===== config.mk =====
export PLATFORM = sky130hd
export DESIGN_NAME = rom_port_arbiter_flat
export DESIGN_NICKNAME = d
export VERILOG_FILES = /design/src/rtl/rom_arb_pkg.sv /design/src/rtl/rom_port_arbiter_if.sv /design/src/rtl/rr_arbiter.sv /design/src/rtl/rom_port_arbiter.sv /design/src/flat_wrapper.sv
export SDC_FILE = /design/constraint.sdc
export NUM_CORES = 1
export LEC_CHECK = 0
export BUFFER_PORTS_ARGS = -buffer_cell sky130_fd_sc_hd__buf_2
export CAP_MARGIN = 20
export CORE_MARGIN = 2
export CORE_UTILIZATION = 35
export CTS_CLUSTER_SIZE = 20
export DETAILED_ROUTE_END_ITERATION = 8
export PLACE_DENSITY = 0.78
export REMOVE_ABC_BUFFERS = 1
export SYNTH_ARGS = -nofsm -noshare
export SYNTH_HDL_FRONTEND = slang
export SYNTH_HIERARCHICAL = 1
export SYNTH_SLANG_ARGS = --single-unit

===== constraint.sdc =====
create_clock -name clock -period 2.75 [get_ports clock]
set_input_delay 0.1375 -clock clock [delete_from_list [all_inputs] [get_ports clock]]
set_output_delay 0.1375 -clock clock [all_outputs]
set_load 0.05 [all_outputs]

===== src/rtl/rom_arb_pkg.sv =====
// Shared helpers for the ROM port arbiter: index-width derivation and parameter range checks.
package rom_arb_pkg;

  localparam int unsigned MinNumReq = 2;
  localparam int unsigned MaxNumReq = 16;

  function automatic int unsigned clog2(input int unsigned n);
    int unsigned r;
    r = 0;
    while ((32'd1 << r) < n) begin
      r++;
    end
    return r;
  endfunction

  // Requester index width; never zero so a port of width id_bits() is always legal.
  function automatic int unsigned id_bits(input int unsigned n);
    return (n <= 1) ? 1 : clog2(n);
  endfunction

  function automatic bit num_req_ok(input int unsigned n);
    return (n >= MinNumReq) && (n <= MaxNumReq);
  endfunction

endpackage


===== src/rtl/rom_port_arbiter_if.sv =====
// Requester/response bundle of the ROM port arbiter; the arbiter uses the slave modport.
interface rom_port_arbiter_if #(
  parameter int unsigned NUM_REQ    = 4,
  parameter int unsigned ADDR_BITS  = 4,
  parameter int unsigned DATA_WIDTH = 8,
  parameter int unsigned ID_BITS    = 2
);

  logic [NUM_REQ-1:0]           req_valid;
  logic [NUM_REQ*ADDR_BITS-1:0] req_addr;
  logic [NUM_REQ-1:0]           req_ready;
  logic                         rsp_valid;
  logic                         rsp_ready;
  logic [ID_BITS-1:0]           rsp_id;
  logic [DATA_WIDTH-1:0]        rsp_data;

  modport master (
    output req_valid, req_addr, rsp_ready,
    input  req_ready, rsp_valid, rsp_id, rsp_data
  );

  modport slave (
    input  req_valid, req_addr, rsp_ready,
    output req_ready, rsp_valid, rsp_id, rsp_data
  );

endinterface


===== src/rtl/rr_arbiter.sv =====
// Combinational round-robin picker: first asserted request at or above ptr_i, wrapping.
module rr_arbiter
  import rom_arb_pkg::*;
#(
  parameter int unsigned NUM_REQ = 4,
  parameter int unsigned ID_BITS = id_bits(NUM_REQ)
) (
  input  logic [NUM_REQ-1:0] req_i,
  input  logic [ID_BITS-1:0] ptr_i,
  input  logic               en_i,
  output logic [NUM_REQ-1:0] grant_o,
  output logic [ID_BITS-1:0] idx_o
);

  logic               found;
  logic [ID_BITS:0]   cand;

  always_comb begin
    found = 1'b0;
    idx_o = '0;
    cand  = '0;
    for (int unsigned k = 0; k < NUM_REQ; k++) begin
      // One extra bit holds ptr+k before the explicit wrap, so the index stays < NUM_REQ.
      cand = {1'b0, ptr_i} + (ID_BITS + 1)'(k);
      if (cand >= (ID_BITS + 1)'(NUM_REQ)) begin
        cand = cand - (ID_BITS + 1)'(NUM_REQ);
      end
      if (!found && req_i[cand[ID_BITS-1:0]]) begin
        found = 1'b1;
        idx_o = cand[ID_BITS-1:0];
      end
    end
    grant_o = '0;
    if (found && en_i) begin
      grant_o[idx_o] = 1'b1;
    end
  end

endmodule


===== src/rtl/rom_port_arbiter.sv =====
// Shares one synchronous-read ROM port among NUM_REQ requesters with round-robin grant
// and a single response stage matching the ROM's one-cycle read latency.
module rom_port_arbiter
  import rom_arb_pkg::*;
#(
  parameter int unsigned NUM_REQ    = 4,
  parameter int unsigned ADDR_BITS  = 4,
  parameter int unsigned DATA_WIDTH = 8,
  parameter int unsigned ID_BITS    = id_bits(NUM_REQ)
) (
  input  logic                  clock,
  input  logic                  reset,
  rom_port_arbiter_if.slave     bus,
  output logic                  rom_en,
  output logic [ADDR_BITS-1:0]  rom_addr,
  input  logic [DATA_WIDTH-1:0] rom_data
);

  if (!num_req_ok(NUM_REQ) || (ID_BITS != id_bits(NUM_REQ))) begin : g_bad_param
    $error("rom_port_arbiter: NUM_REQ must be 2..16 and ID_BITS must equal clog2(NUM_REQ)");
  end

  logic               s1_valid_q, s1_valid_d;
  logic [ID_BITS-1:0] s1_id_q, s1_id_d;
  logic [ID_BITS-1:0] rr_ptr_q, rr_ptr_d;

  logic               can_issue;
  logic               issue;
  logic [NUM_REQ-1:0] grant;
  logic [ID_BITS-1:0] win_idx;

  // A retiring response frees the stage in the same cycle, so issue can follow back-to-back.
  assign can_issue = !s1_valid_q || bus.rsp_ready;

  rr_arbiter #(
    .NUM_REQ (NUM_REQ),
    .ID_BITS (ID_BITS)
  ) u_rr_arbiter (
    .req_i   (bus.req_valid),
    .ptr_i   (rr_ptr_q),
    .en_i    (can_issue && reset),
    .grant_o (grant),
    .idx_o   (win_idx)
  );

  assign issue         = |grant;
  assign bus.req_ready = grant;
  assign rom_en        = issue;

  always_comb begin
    rom_addr = '0;
    for (int unsigned i = 0; i < NUM_REQ; i++) begin
      if (grant[i]) begin
        rom_addr = bus.req_addr[i*ADDR_BITS +: ADDR_BITS];
      end
    end
  end

  always_comb begin
    s1_valid_d = s1_valid_q;
    s1_id_d    = s1_id_q;
    rr_ptr_d   = rr_ptr_q;
    if (issue) begin
      s1_valid_d = 1'b1;
      s1_id_d    = win_idx;
      rr_ptr_d   = (win_idx == ID_BITS'(NUM_REQ - 1)) ? '0 : win_idx + 1'b1;
    end else if (s1_valid_q && bus.rsp_ready) begin
      s1_valid_d = 1'b0;
    end
  end

  always_ff @(posedge clock or negedge reset) begin
    if (!reset) begin
      s1_valid_q <= 1'b0;
      s1_id_q    <= '0;
      rr_ptr_q   <= '0;
    end else begin
      s1_valid_q <= s1_valid_d;
      s1_id_q    <= s1_id_d;
      rr_ptr_q   <= rr_ptr_d;
    end
  end

  // The ROM's address register holds while rom_en is low, keeping rsp_data stable in a stall.
  assign bus.rsp_valid = s1_valid_q;
  assign bus.rsp_id    = s1_id_q;
  assign bus.rsp_data  = rom_data;

endmodule

===== src/flat_wrapper.sv =====
// flat-port wrapper written by rule: the top's interface ports become plain ports
module rom_port_arbiter_flat import rom_arb_pkg::*;
#(
  parameter int unsigned NUM_REQ    = 4,
  parameter int unsigned ADDR_BITS  = 4,
  parameter int unsigned DATA_WIDTH = 8,
  parameter int unsigned ID_BITS    = id_bits(NUM_REQ)
)
  (clock, reset, rom_en, rom_addr, rom_data, bus_req_valid, bus_req_addr, bus_rsp_ready, bus_req_ready, bus_rsp_valid, bus_rsp_id, bus_rsp_data);
  rom_port_arbiter_if #(.NUM_REQ(NUM_REQ), .ADDR_BITS(ADDR_BITS), .DATA_WIDTH(DATA_WIDTH), .ID_BITS(ID_BITS)) bus_i ();
  input  logic clock;
  input  logic reset;
  output logic rom_en;
  output logic [ADDR_BITS-1:0] rom_addr;
  input  logic [DATA_WIDTH-1:0] rom_data;
  input wire logic [$bits(bus_i.req_valid)-1:0] bus_req_valid;
  input wire logic [$bits(bus_i.req_addr)-1:0] bus_req_addr;
  input wire logic [$bits(bus_i.rsp_ready)-1:0] bus_rsp_ready;
  output wire logic [$bits(bus_i.req_ready)-1:0] bus_req_ready;
  output wire logic [$bits(bus_i.rsp_valid)-1:0] bus_rsp_valid;
  output wire logic [$bits(bus_i.rsp_id)-1:0] bus_rsp_id;
  output wire logic [$bits(bus_i.rsp_data)-1:0] bus_rsp_data;
  assign bus_i.req_valid = bus_req_valid;
  assign bus_i.req_addr = bus_req_addr;
  assign bus_i.rsp_ready = bus_rsp_ready;
  assign bus_req_ready = bus_i.req_ready;
  assign bus_rsp_valid = bus_i.rsp_valid;
  assign bus_rsp_id = bus_i.rsp_id;
  assign bus_rsp_data = bus_i.rsp_data;
  rom_port_arbiter #(.NUM_REQ(NUM_REQ), .ADDR_BITS(ADDR_BITS), .DATA_WIDTH(DATA_WIDTH), .ID_BITS(ID_BITS)) u_core (.clock(clock), .reset(reset), .bus(bus_i), .rom_en(rom_en), .rom_addr(rom_addr), .rom_data(rom_data));
endmodule

After elaboration in Yosys (flattened, before gate mapping)
Cells that the tools add are included. W data, S select, Z words.

Bits in latches: 0. Memories: 0. Output and inout port bits: 20. Bits in registers: 5. RAM bits: 0. Word-level logic and storage cells: 66. ROM bits: 0.

Shift operators: 0. Bitwise logic cells: 0. Add/subtract/negate cells: 8. Magnitude comparators: 10. Multipliers: 0. Multiplexer cells: 30. Equality and inequality tests: 1. Reduce and logical (&&, ||, !) cells: 14. Div/mod/pow operators: 0.

Operator list (count): $mux W4 (5); $mux W2 (9); $lt A2 B3 Y1 const B (5); $mux W1 (11); $ge A3 B3 Y1 const B (3); $bmux W1 S2 (4); $sub A2 B1 Y2 const B (4); $logic_and A1 B1 Y1 (7); $add A2 B2 Y3 const B (2); $logic_not A1 Y1 (4); $reduce_or A4 Y1 (1); $add A2 B1 Y3 const B (1); $ge A2 B3 Y1 const B (1); $add A2 B1 Y2 const B (1); $demux W1 S2 (1); $eq A2 B2 Y1 const B (1); $ge A2 B1 Y1 const B (1); $reduce_bool A2 Y1 (1); $logic_or A1 B1 Y1 (1).

Longest topological paths before layout
Gate-level depths: netlist (run 1).

Word-level depth: 23. Mapped depth: 8.

Cells and area by module
Netlist (run 1), hierarchy kept.

Modules (own cells, without submodules): rom_port_arbiter (instances 1, cells an instance 41, area an instance 390.4 um^2, seq. area each 125.1 um^2); rr_arbiter (instances 1, cells an instance 19, area an instance 135.1 um^2, seq. area each 0.0 um^2).

Least setup slack after synthesis (run 1)
Ideal clock, no wire load.

Kind: flip-flop to output port. From: reg u_core.s1_valid_q (netlist: u_core/bus.rsp_valid). To: out rom_addr[0]. Stages on the path, launching flop included: 7. Data required time: 2612 ps. Data arrival time: 4028 ps. Slack: -1416 ps. Buffers on the path: 0. Path through: dfrtp_1 nand2b_1 and2_1 nand2b_1 nor3b_1 nor2_1 a221oi_1.

Elaborated cells between the ends (all ways): 9.

RTL lines: start, declared (line rom_port_arbiter.sv:23) `logic s1_valid_q, s1_valid_d;`; start signal, assigned (line rom_port_arbiter.sv:78) `s1_valid_q <= s1_valid_d;`; $logic_not A1 Y1 (line rom_port_arbiter.sv:33) `assign can_issue = !s1_valid_q || bus.rsp_ready;`; $logic_or A1 B1 Y1 (line rom_port_arbiter.sv:33); $logic_and A1 B1 Y1 (line rom_port_arbiter.sv:41) `.en_i (can_issue && reset),`; $logic_and A1 B1 Y1 (line rr_arbiter.sv:34) `if (found && en_i) begin`; $mux W4 (line rr_arbiter.sv:34); via bus_req_ready[2] (line flat_wrapper.sv:19) `output wire logic [$bits(bus_i.req_ready)-1:0] bus_req_ready;`; $mux W4 (2 in a row) (line rom_port_arbiter.sv:53) `if (grant[i]) begin`; end, declared (line flat_wrapper.sv:14) `output logic [ADDR_BITS-1:0] rom_addr;`.

The timed path passes the listed nets, and every way through them passes these cells.

Final worst setup path (run 1)
From: reg u_core.rr_ptr_q[1]. To: out rom_addr[0].

Longest elaborated chain between the ends: 23. Elaborated cells between the ends (all ways): 48.

Ends and longest elaborated chain: start, declared (line rom_port_arbiter.sv:25) `logic [ID_BITS-1:0] rr_ptr_q, rr_ptr_d;`; start signal, assigned (line rom_port_arbiter.sv:80) `rr_ptr_q <= rr_ptr_d;`; branches (longest 13 deep; another with $add A2 B1 Y3); $mux W2 (*) (line rr_arbiter.sv:28) `if (!found && req_i[cand[ID_BITS-1:0]]) begin`; via u_core.win_idx[1] (line rom_port_arbiter.sv:30) `logic [ID_BITS-1:0] win_idx;`; $lt A2 B3 Y1 (not written as such) / $ge A2 B1 Y1 (equally long branches) (line rr_arbiter.sv:35) `grant_o[idx_o] = 1'b1;`; $logic_and A1 B1 Y1 (not written as such) (line rr_arbiter.sv:35); $mux W1 (not written as such) (line rr_arbiter.sv:35); $demux W1 S2 (*) (line rr_arbiter.sv:35); $mux W4 (*) (line rr_arbiter.sv:34); $mux W4 (3 in a row) (line rom_port_arbiter.sv:53); $mux W4 (*) (line rom_port_arbiter.sv:53).

Mark *: on every way through the listed nets, which the timed path passes. The select of a mux whose other input is x is not followed.

==> results of run 1 <==
[per-stage QoR]
stage          instance area [sq um]  power [uW]
5_1_grt                          712         951
4_1_cts                          698         880
3_5_place_dp                     662         789
6_report                         712         890
2_1_floorplan                    465         653
3_3_place_gp                     662         780
[per-layer routing]
metal / GRT usage (%) / part of all wire (%) / up-vias
met5: 0 / 0 / -
li1: - / - / 281
met1: 18.8 / 39 / 245
met4: 1.88 / 0 / 0
met2: 26.1 / 53 / 24
met3: 8.94 / 8.3 / 0
[final cells by class]
class	count	area share (%)
multi-input cells	41	46.2
repair buffers	36	26.7
inverters	6	3.16
well taps	15	2.64
flip-flops and latches	5	17.6
clock buffers	4	3.69
[critical path: cells and delay by family (launching register included)]
family          cells  cell delay, ns
buf+inv             2            0.37
compound gates      5            0.88
simple gates        2            0.51
flops               1            0.43
[placed cells by master (no fill, tap or decap), types with 3 or more instances in the layout]
cell type / synthesis / layout
sky130_fd_sc_hd__a22oi_1: 4 / 4
sky130_fd_sc_hd__a21oi_1: 5 / 5
sky130_fd_sc_hd__mux2_2: 4 / 4
sky130_fd_sc_hd__nand2_1: 4 / 4
sky130_fd_sc_hd__dfrtp_1: 5 / 5
sky130_fd_sc_hd__nand2b_1: 3 / 3
sky130_fd_sc_hd__inv_1: 5 / 5
sky130_fd_sc_hd__o22ai_1: 3 / 3
sky130_fd_sc_hd__buf_2: 0 / 33
sky130_fd_sc_hd__clkbuf_4: 0 / 3
[timing repair]
item                                   CTS  global route
setup endpoints to repair                0             4
resized for setup                        0             4
hold buffers                             1             0
endpoints found under the hold margin    5             0
[worst max path at each step]
| stage | slack [ns] | depth (start not counted) | startpoint | endpoint |
|---|---|---|---|---|
| after floorplan | -1.42 | 6 | u_core/bus.rsp_valid | rom_addr[0] |
| after global placement | 0.48 | 8 | u_core/rr_ptr_q[1] | rom_addr[0] |
| after detailed placement | 0.35 | 8 | u_core/rr_ptr_q[1] | rom_addr[0] |
| after CTS | 0.08 | 8 | u_core/rr_ptr_q[1] | rom_addr[0] |
| after global routing | -0.02 | 9 | u_core/rr_ptr_q[1] | rom_addr[0] |
| final | 0.18 | 9 | u_core/rr_ptr_q[1] | rom_addr[0] |
[power groups by stage]
stage	Sequential, uW	Combinational (uW)	Clock, uW
6_report	136	671	83.4
5_1_grt	145	713	92.0
4_1_cts	137	656	87.7
3_5_place_dp	138	652	0
3_3_place_gp	136	644	0
2_1_floorplan	216	437	0
[registers in the layout (all words and copies together) (netlist names)]
signal                count
u_core/bus.rsp_id         2
u_core/rr_ptr_q           2
u_core/bus.rsp_valid      1
[logic make-up after synthesis]
logic type	share of synthesized area, %
AOI/OAI and AO/OA	25.5
and+or+nand+nor	24.0
buffers and inverters	15.7
DFF	23.8
muxes	8.57
adders and majority gates	2.38
==> run summary, run 1 <==
FINAL LAYOUT
---------------------------------------------------------------------------
Area of combinational cells with multiple inputs .............    329 sq um
Count of non-filler cells in the finished layout .............          107
Fraction of layout cells with a size suffix above 1 ..........        54.3%
Number of fill cells in the layout ...........................          132
Syn-to-layout area delta .....................................        35.5%
Inserted Diodes ..............................................            0
Number of nets in the finished design ........................          125
Share of the core filled with cells ..........................        52.7%
Register Area ................................................    125 sq um

FLOORPLAN
---------------------------------------------------------------------------
FP Rows ......................................................           13
# IOs ........................................................           51
Overall die height ........................................... 42.8 microns
Standard cell core area ......................................   1350 sq um
Starting density of the core .................................        38.9%
Total Die Area ...............................................   1830 sq um
Horizontal die dimension ..................................... 42.8 microns

YOSYS
---------------------------------------------------------------------------
Share of Yosys cell area claimed by the top area cell type ...        23.8%
Largest cells by area after synthesis ........................ sky130_fd_sc_hd__dfrtp_1, sky130_fd_sc_hd__buf_4, sky130_fd_sc_hd__mux2_2
Warning count from the yosys run .............................            6
Commonest cells post-synth ................................... sky130_fd_sc_hd__buf_4, sky130_fd_sc_hd__a21oi_1, sky130_fd_sc_hd__dfrtp_1, sky130_fd_sc_hd__inv_1
Yosys cell types .............................................           26
Cell with the most instances after synthesis ................. sky130_fd_sc_hd__buf_4
Average size of a mapped cell ................................   8.76 sq um
Syn Inst Count ...............................................           60
Dominant cell type by area after synthesis ................... sky130_fd_sc_hd__dfrtp_1
Cell area after technology mapping ...........................    526 sq um
Post-synth EDFFs .............................................            0
Ys async rst share ...........................................         100%
Proportion of synthesized chip area in sequential cells ......        23.8%
Most frequently used flop master after synthesis ............. sky130_fd_sc_hd__dfrtp_1
Flip-flop and latch count after synthesis ....................            5

PWR
---------------------------------------------------------------------------
Maximum resistive drop on vdd ................................   0.000689 V
Share of power burned in registers ...........................        15.3%
Internal Power ...............................................       376 uW
Leakage Power ................................................  0.000363 uW
Clock Power Share ............................................         9.4%
Switching Share ..............................................        57.8%
Combinational fraction of design power .......................        75.3%
Power dissipated by switching net loads ......................       514 uW
Pwr Density .................................................. 1250 nW/um^2

TIMING
---------------------------------------------------------------------------
Slew at the pin closest to its max-slew limit ................     0.445 ns
Final hold vios ..............................................            0
Total negative slack for setup checks ........................         0 ns
Setup Viol. Count Final ......................................            0
WHS ..........................................................     0.185 ns
Crit path time final .........................................      2.57 ns
Number of slew-limit violations in the final report ..........            0
Worst-case setup margin in the final layout ..................     0.177 ns
Highest achievable clock rate ................................      389 MHz
Post-Route Skew ..............................................   0.00348 ns
Final period util ............................................        93.6%
Normalized max-slew margin ...................................        70.1%

PLACEMENT
---------------------------------------------------------------------------
Final estimated routing congestion in global placement .......        0.778
Number of input and output port buffers inserted .............           34
Sum of net half-perimeters after detailed placement .......... 1190 microns
Inst Count DP ................................................          102
Pre-CTS worst setup slack ....................................     0.351 ns

WORST HOLD PATH
---------------------------------------------------------------------------
Worst hold path class ........................................    in -> reg
Number of cells on the worst hold path .......................            3
End point of the most critical hold path ..................... u_core/bus.rsp_valid
Min-Delay Startpoint ......................................... bus_rsp_ready

CRITICAL PATH
---------------------------------------------------------------------------
Reg2reg setup slack ..........................................      0.52 ns
Arrival time of the worst setup path .........................      2.44 ns
Critical path data required time .............................      2.61 ns
Startpoint of the worst register-to-register path ............ u_core/rr_ptr_q[1]
Worst R2R Path Depth .........................................            6
Crit path cell chain ......................................... a21oi_1 > o21a_1 > o22ai_2 > inv_2 > nor3b_2 > and2b_2 > a22oi_1 > a221oi_1 > buf_4
Worst r2r dst ................................................ u_core/rr_ptr_q[1]
Delay of the slowest cell on the worst path ..................      0.43 ns
CP Launch Type ...............................................     register
Category of the worst setup path capture point ...............   output pin
Worst setup path category ....................................   reg -> out
Critical Path Slowest Stage Cell ............................. sky130_fd_sc_hd__dfrtp_1
Worst-path maximum fanout ....................................            6

DRT
---------------------------------------------------------------------------
Remaining design rule violation count ........................            0
Iteration-0 DRC count of the detailed router .................           21
Count of TritonRoute iterations in the first routing pass ....            4
WL/cell ...................................................... 13.6 microns
Vias/cell ....................................................         5.14
Total Routed Length .......................................... 1450 microns
Detailed-route via count .....................................          550
DRT antenna net count ........................................            0

FLOW RUN
---------------------------------------------------------------------------
Maximum capacitance violations ...............................            0

CLOCK NETWORK
---------------------------------------------------------------------------
Maximum level of the CTS H-tree ..............................            1
Clock tree sinks .............................................            5
CTS tree .....................................................        built
Root Buffer Master ........................................... sky130_fd_sc_hd__clkbuf_4
Clock buffer count from CTS ..................................            3
Clock latency at the later pin of the worst-skew pair ........      0.24 ns
Maximum root-to-sink buffer count ............................            2
Setup repair bufs after CTS ..................................            0
Clock Pin Slew Worst Setup and Hold Paths ....................      0.04 ns

GLOBAL ROUTE
---------------------------------------------------------------------------
Antenna violations before repair .............................            0
First-pass GRT wire length ................................... 2290 microns
Number of global-route vias before repair ....................          519
Overall routing resource usage ...............................        16.0%
Aggregate global routing overflow ............................            0
Maximum number of pins on one net before global-route repair .            8

OUTCOME
---------------------------------------------------------------------------
Outcome ...................................................... finished, final reports clean

Power figures use the tool's default switching activity.
==> run 2, diff against run 1 <==
--- a/config.mk
+++ b/config.mk
@@ -13,6 +13,8 @@
 export DETAILED_ROUTE_END_ITERATION = 8
 export PLACE_DENSITY = 0.78
 export REMOVE_ABC_BUFFERS = 1
+export SETUP_SLACK_MARGIN = 0.3
+export SKIP_CTS_REPAIR_TIMING = 1
 export SYNTH_ARGS = -nofsm -noshare
 export SYNTH_HDL_FRONTEND = slang
 export SYNTH_HIERARCHICAL = 1
==> run summary, run 2 (synthesized netlist as in run 1, its figures left out) <==
PLACEMENT
---------------------------------------------------------------------------
Placed cell area .............................................    662 sq um   unchanged
Sum of net half-perimeters after detailed placement .......... 1190 microns   unchanged
Number of input and output port buffers inserted .............           34   unchanged
Pre-CTS worst setup slack ....................................     0.351 ns   unchanged
Inst Count DP ................................................          102   unchanged
Final estimated routing congestion in global placement .......        0.778   unchanged

TIMING
---------------------------------------------------------------------------
Final hold vios ..............................................            0   unchanged
Slew at the pin closest to its max-slew limit ................     0.453 ns   +0.00880 ns
Post-Route Skew ..............................................   0.00319 ns   -0.000290 ns
Setup Viol. Count Final ......................................            0   unchanged
Number of slew-limit violations in the final report ..........            0   unchanged
Total negative slack for setup checks ........................         0 ns   unchanged
Normalized max-slew margin ...................................        69.6%   -0.59 points
Highest achievable clock rate ................................      397 MHz   +2.3%
Unrepaired setup endpoints after global routing ..............         true
Final period util ............................................        91.5%   -2.1 points
Crit path time final .........................................      2.52 ns   -0.0577 ns
Worst-case setup margin in the final layout ..................     0.234 ns   +0.0577 ns

GLOBAL ROUTE
---------------------------------------------------------------------------
Met1 Resource Use GR .........................................        18.8%   unchanged
Maximum number of pins on one net before global-route repair .            8   unchanged
Number of global-route vias before repair ....................          510   -1.7%
First-pass GRT wire length ................................... 2240 microns   -2.1%
GR Layer Usage met3 ..........................................        8.94%   unchanged
Overall routing resource usage ...............................        15.7%   -0.35 points
Aggregate global routing overflow ............................            0   unchanged
Antenna violations before repair .............................            0   unchanged
Met2 Resource Use GR .........................................        24.8%   -1.2 points
Most used routing layer ......................................         met2

FLOORPLAN
---------------------------------------------------------------------------
FP Rows ......................................................           13   unchanged
Horizontal die dimension ..................................... 42.8 microns   unchanged
# IOs ........................................................           51   unchanged
Overall die height ........................................... 42.8 microns   unchanged
Starting density of the core .................................        38.9%   unchanged
Total Die Area ...............................................   1830 sq um   unchanged
Standard cell core area ......................................   1350 sq um   unchanged

CLOCK NETWORK
---------------------------------------------------------------------------
Clock buffer count from CTS ..................................            3   unchanged
Clock Pin Slew Worst Setup and Hold Paths ....................      0.04 ns   about the same
Maximum level of the CTS H-tree ..............................            1   unchanged
Root Buffer Master ........................................... sky130_fd_sc_hd__clkbuf_4
Clock tree sinks .............................................            5   unchanged
CTS tree .....................................................        built
Clock latency at the later pin of the worst-skew pair ........      0.24 ns   about the same
Maximum root-to-sink buffer count ............................            2   unchanged

DRT
---------------------------------------------------------------------------
WL/cell ...................................................... 14.4 microns   +6.4%
DRT antenna net count ........................................            0   unchanged
Count of TritonRoute iterations in the first routing pass ....            4   unchanged
Total Routed Length .......................................... 1570 microns   +8.3%
Detailed-route via count .....................................          582   +5.8%
Vias/cell ....................................................         5.34   +3.9%
Iteration-0 DRC count of the detailed router .................           11   -48%
Remaining design rule violation count ........................            0   unchanged

FINAL LAYOUT
---------------------------------------------------------------------------
Number of nets in the finished design ........................          127   +1.6%
Most common cell after layout, fill and taps aside ........... sky130_fd_sc_hd__buf_2
Syn-to-layout area delta .....................................        55.5%
Layout Cell Area excl Fill ...................................    817 sq um   +15%
Most frequent cells in the layout ............................ sky130_fd_sc_hd__buf_2, sky130_fd_sc_hd__inv_1
Count of non-filler cells in the finished layout .............          109   +1.9%
Inserted Diodes ..............................................            0   unchanged
Fraction of layout cells with a size suffix above 1 ..........        63.8%   +9.5 points

CRITICAL PATH
---------------------------------------------------------------------------
Critical path data required time .............................      2.61 ns   about the same
CP Launch Type ...............................................     register
Category of the worst setup path capture point ...............   output pin
Worst setup path category ....................................   reg -> out
Arrival time of the worst setup path .........................      2.38 ns   -0.06 ns
Worst-path maximum fanout ....................................            6   unchanged

FLOW RUN
---------------------------------------------------------------------------
Maximum capacitance violations ...............................            0   unchanged

OUTCOME
---------------------------------------------------------------------------
Outcome ...................................................... finished, final reports clean

PWR
---------------------------------------------------------------------------
Maximum resistive drop on vdd ................................   0.000738 V   +7.1%
Leakage Power ................................................  0.000385 uW   +6.1%
Pwr Density .................................................. 1240 nW/um^2   -0.75%

WORST HOLD PATH
---------------------------------------------------------------------------
Worst hold path class ........................................    in -> reg

## run 2: stage by stage
| stage | hold slack, ns | total power [uW] | utilization, % |
|---|---|---|---|
| 2_1_floorplan | -0.158 | 653 | - |
| 3_3_place_gp | -0.0417 | 780 | 49.0 |
| 3_5_place_dp | -0.0412 | 789 | 49.0 |
| 4_1_cts | -0.302 | 879 | 51.0 |
| 5_1_grt | 0.196 | 1070 | 60.5 |
| 6_report | 0.156 | 1010 | 60.5 |
## run 2: worst paths after layout
| check | startpoint | endpoint | slack [ns] | cells after the start |
|---|---|---|---|---|
| max in group asynchronous | reset | u_core/rr_ptr_q[1] | 2.27 | 2 |
| worst min register to register | u_core/bus.rsp_valid | u_core/bus.rsp_valid | 0.48 | 2 |
| min in group asynchronous | reset | u_core/bus.rsp_valid | 0.28 | 2 |
| worst min-delay path | bus_rsp_ready | u_core/bus.rsp_valid | 0.16 | 3 |
| worst max register to register | u_core/rr_ptr_q[1] | u_core/bus.rsp_id[0] | 0.54 | 6 |
| worst max-delay path | u_core/rr_ptr_q[1] | rom_addr[1] | 0.23 | 8 |
## run 2: area by class of cell
cell class                      count  area (sq um)
Inverter                            6          25.0
Fill cell                         108           533
Tap cell                           15          18.8
Clock buffer                        4          26.3
Timing Repair Buffer               38           233
Sequential cell                     5           126
Multi-Input combinational cell     41           388
## run 2: report_power, final
| group | internal [uW] | switching, uW | total [uW] |
|---|---|---|---|
| Combinational | 281 | 507 | 788 |
| Sequential | 114 | 27.9 | 142 |
| Clock | 54.8 | 28.7 | 83.5 |
| Total | 451 | 563 | 1010 |
## run 2: worst max-delay path: stages, from the launching register on
cell and delay [ns]:
sky130_fd_sc_hd__dfrtp_2 0.43, sky130_fd_sc_hd__mux2_2 0.37, sky130_fd_sc_hd__nand2_2 0.09, sky130_fd_sc_hd__o221ai_4 0.14, sky130_fd_sc_hd__nor3_4 0.33, sky130_fd_sc_hd__and2b_2 0.30
sky130_fd_sc_hd__a22oi_1 0.17, sky130_fd_sc_hd__a21oi_1 0.10, sky130_fd_sc_hd__buf_4 0.21
## run 2: routing by layer
layer	wire, microns	part of all wire (%)
met3	129	8.2
met1	594	38
met4	31	2.0
met5	0	0
met2	817	52
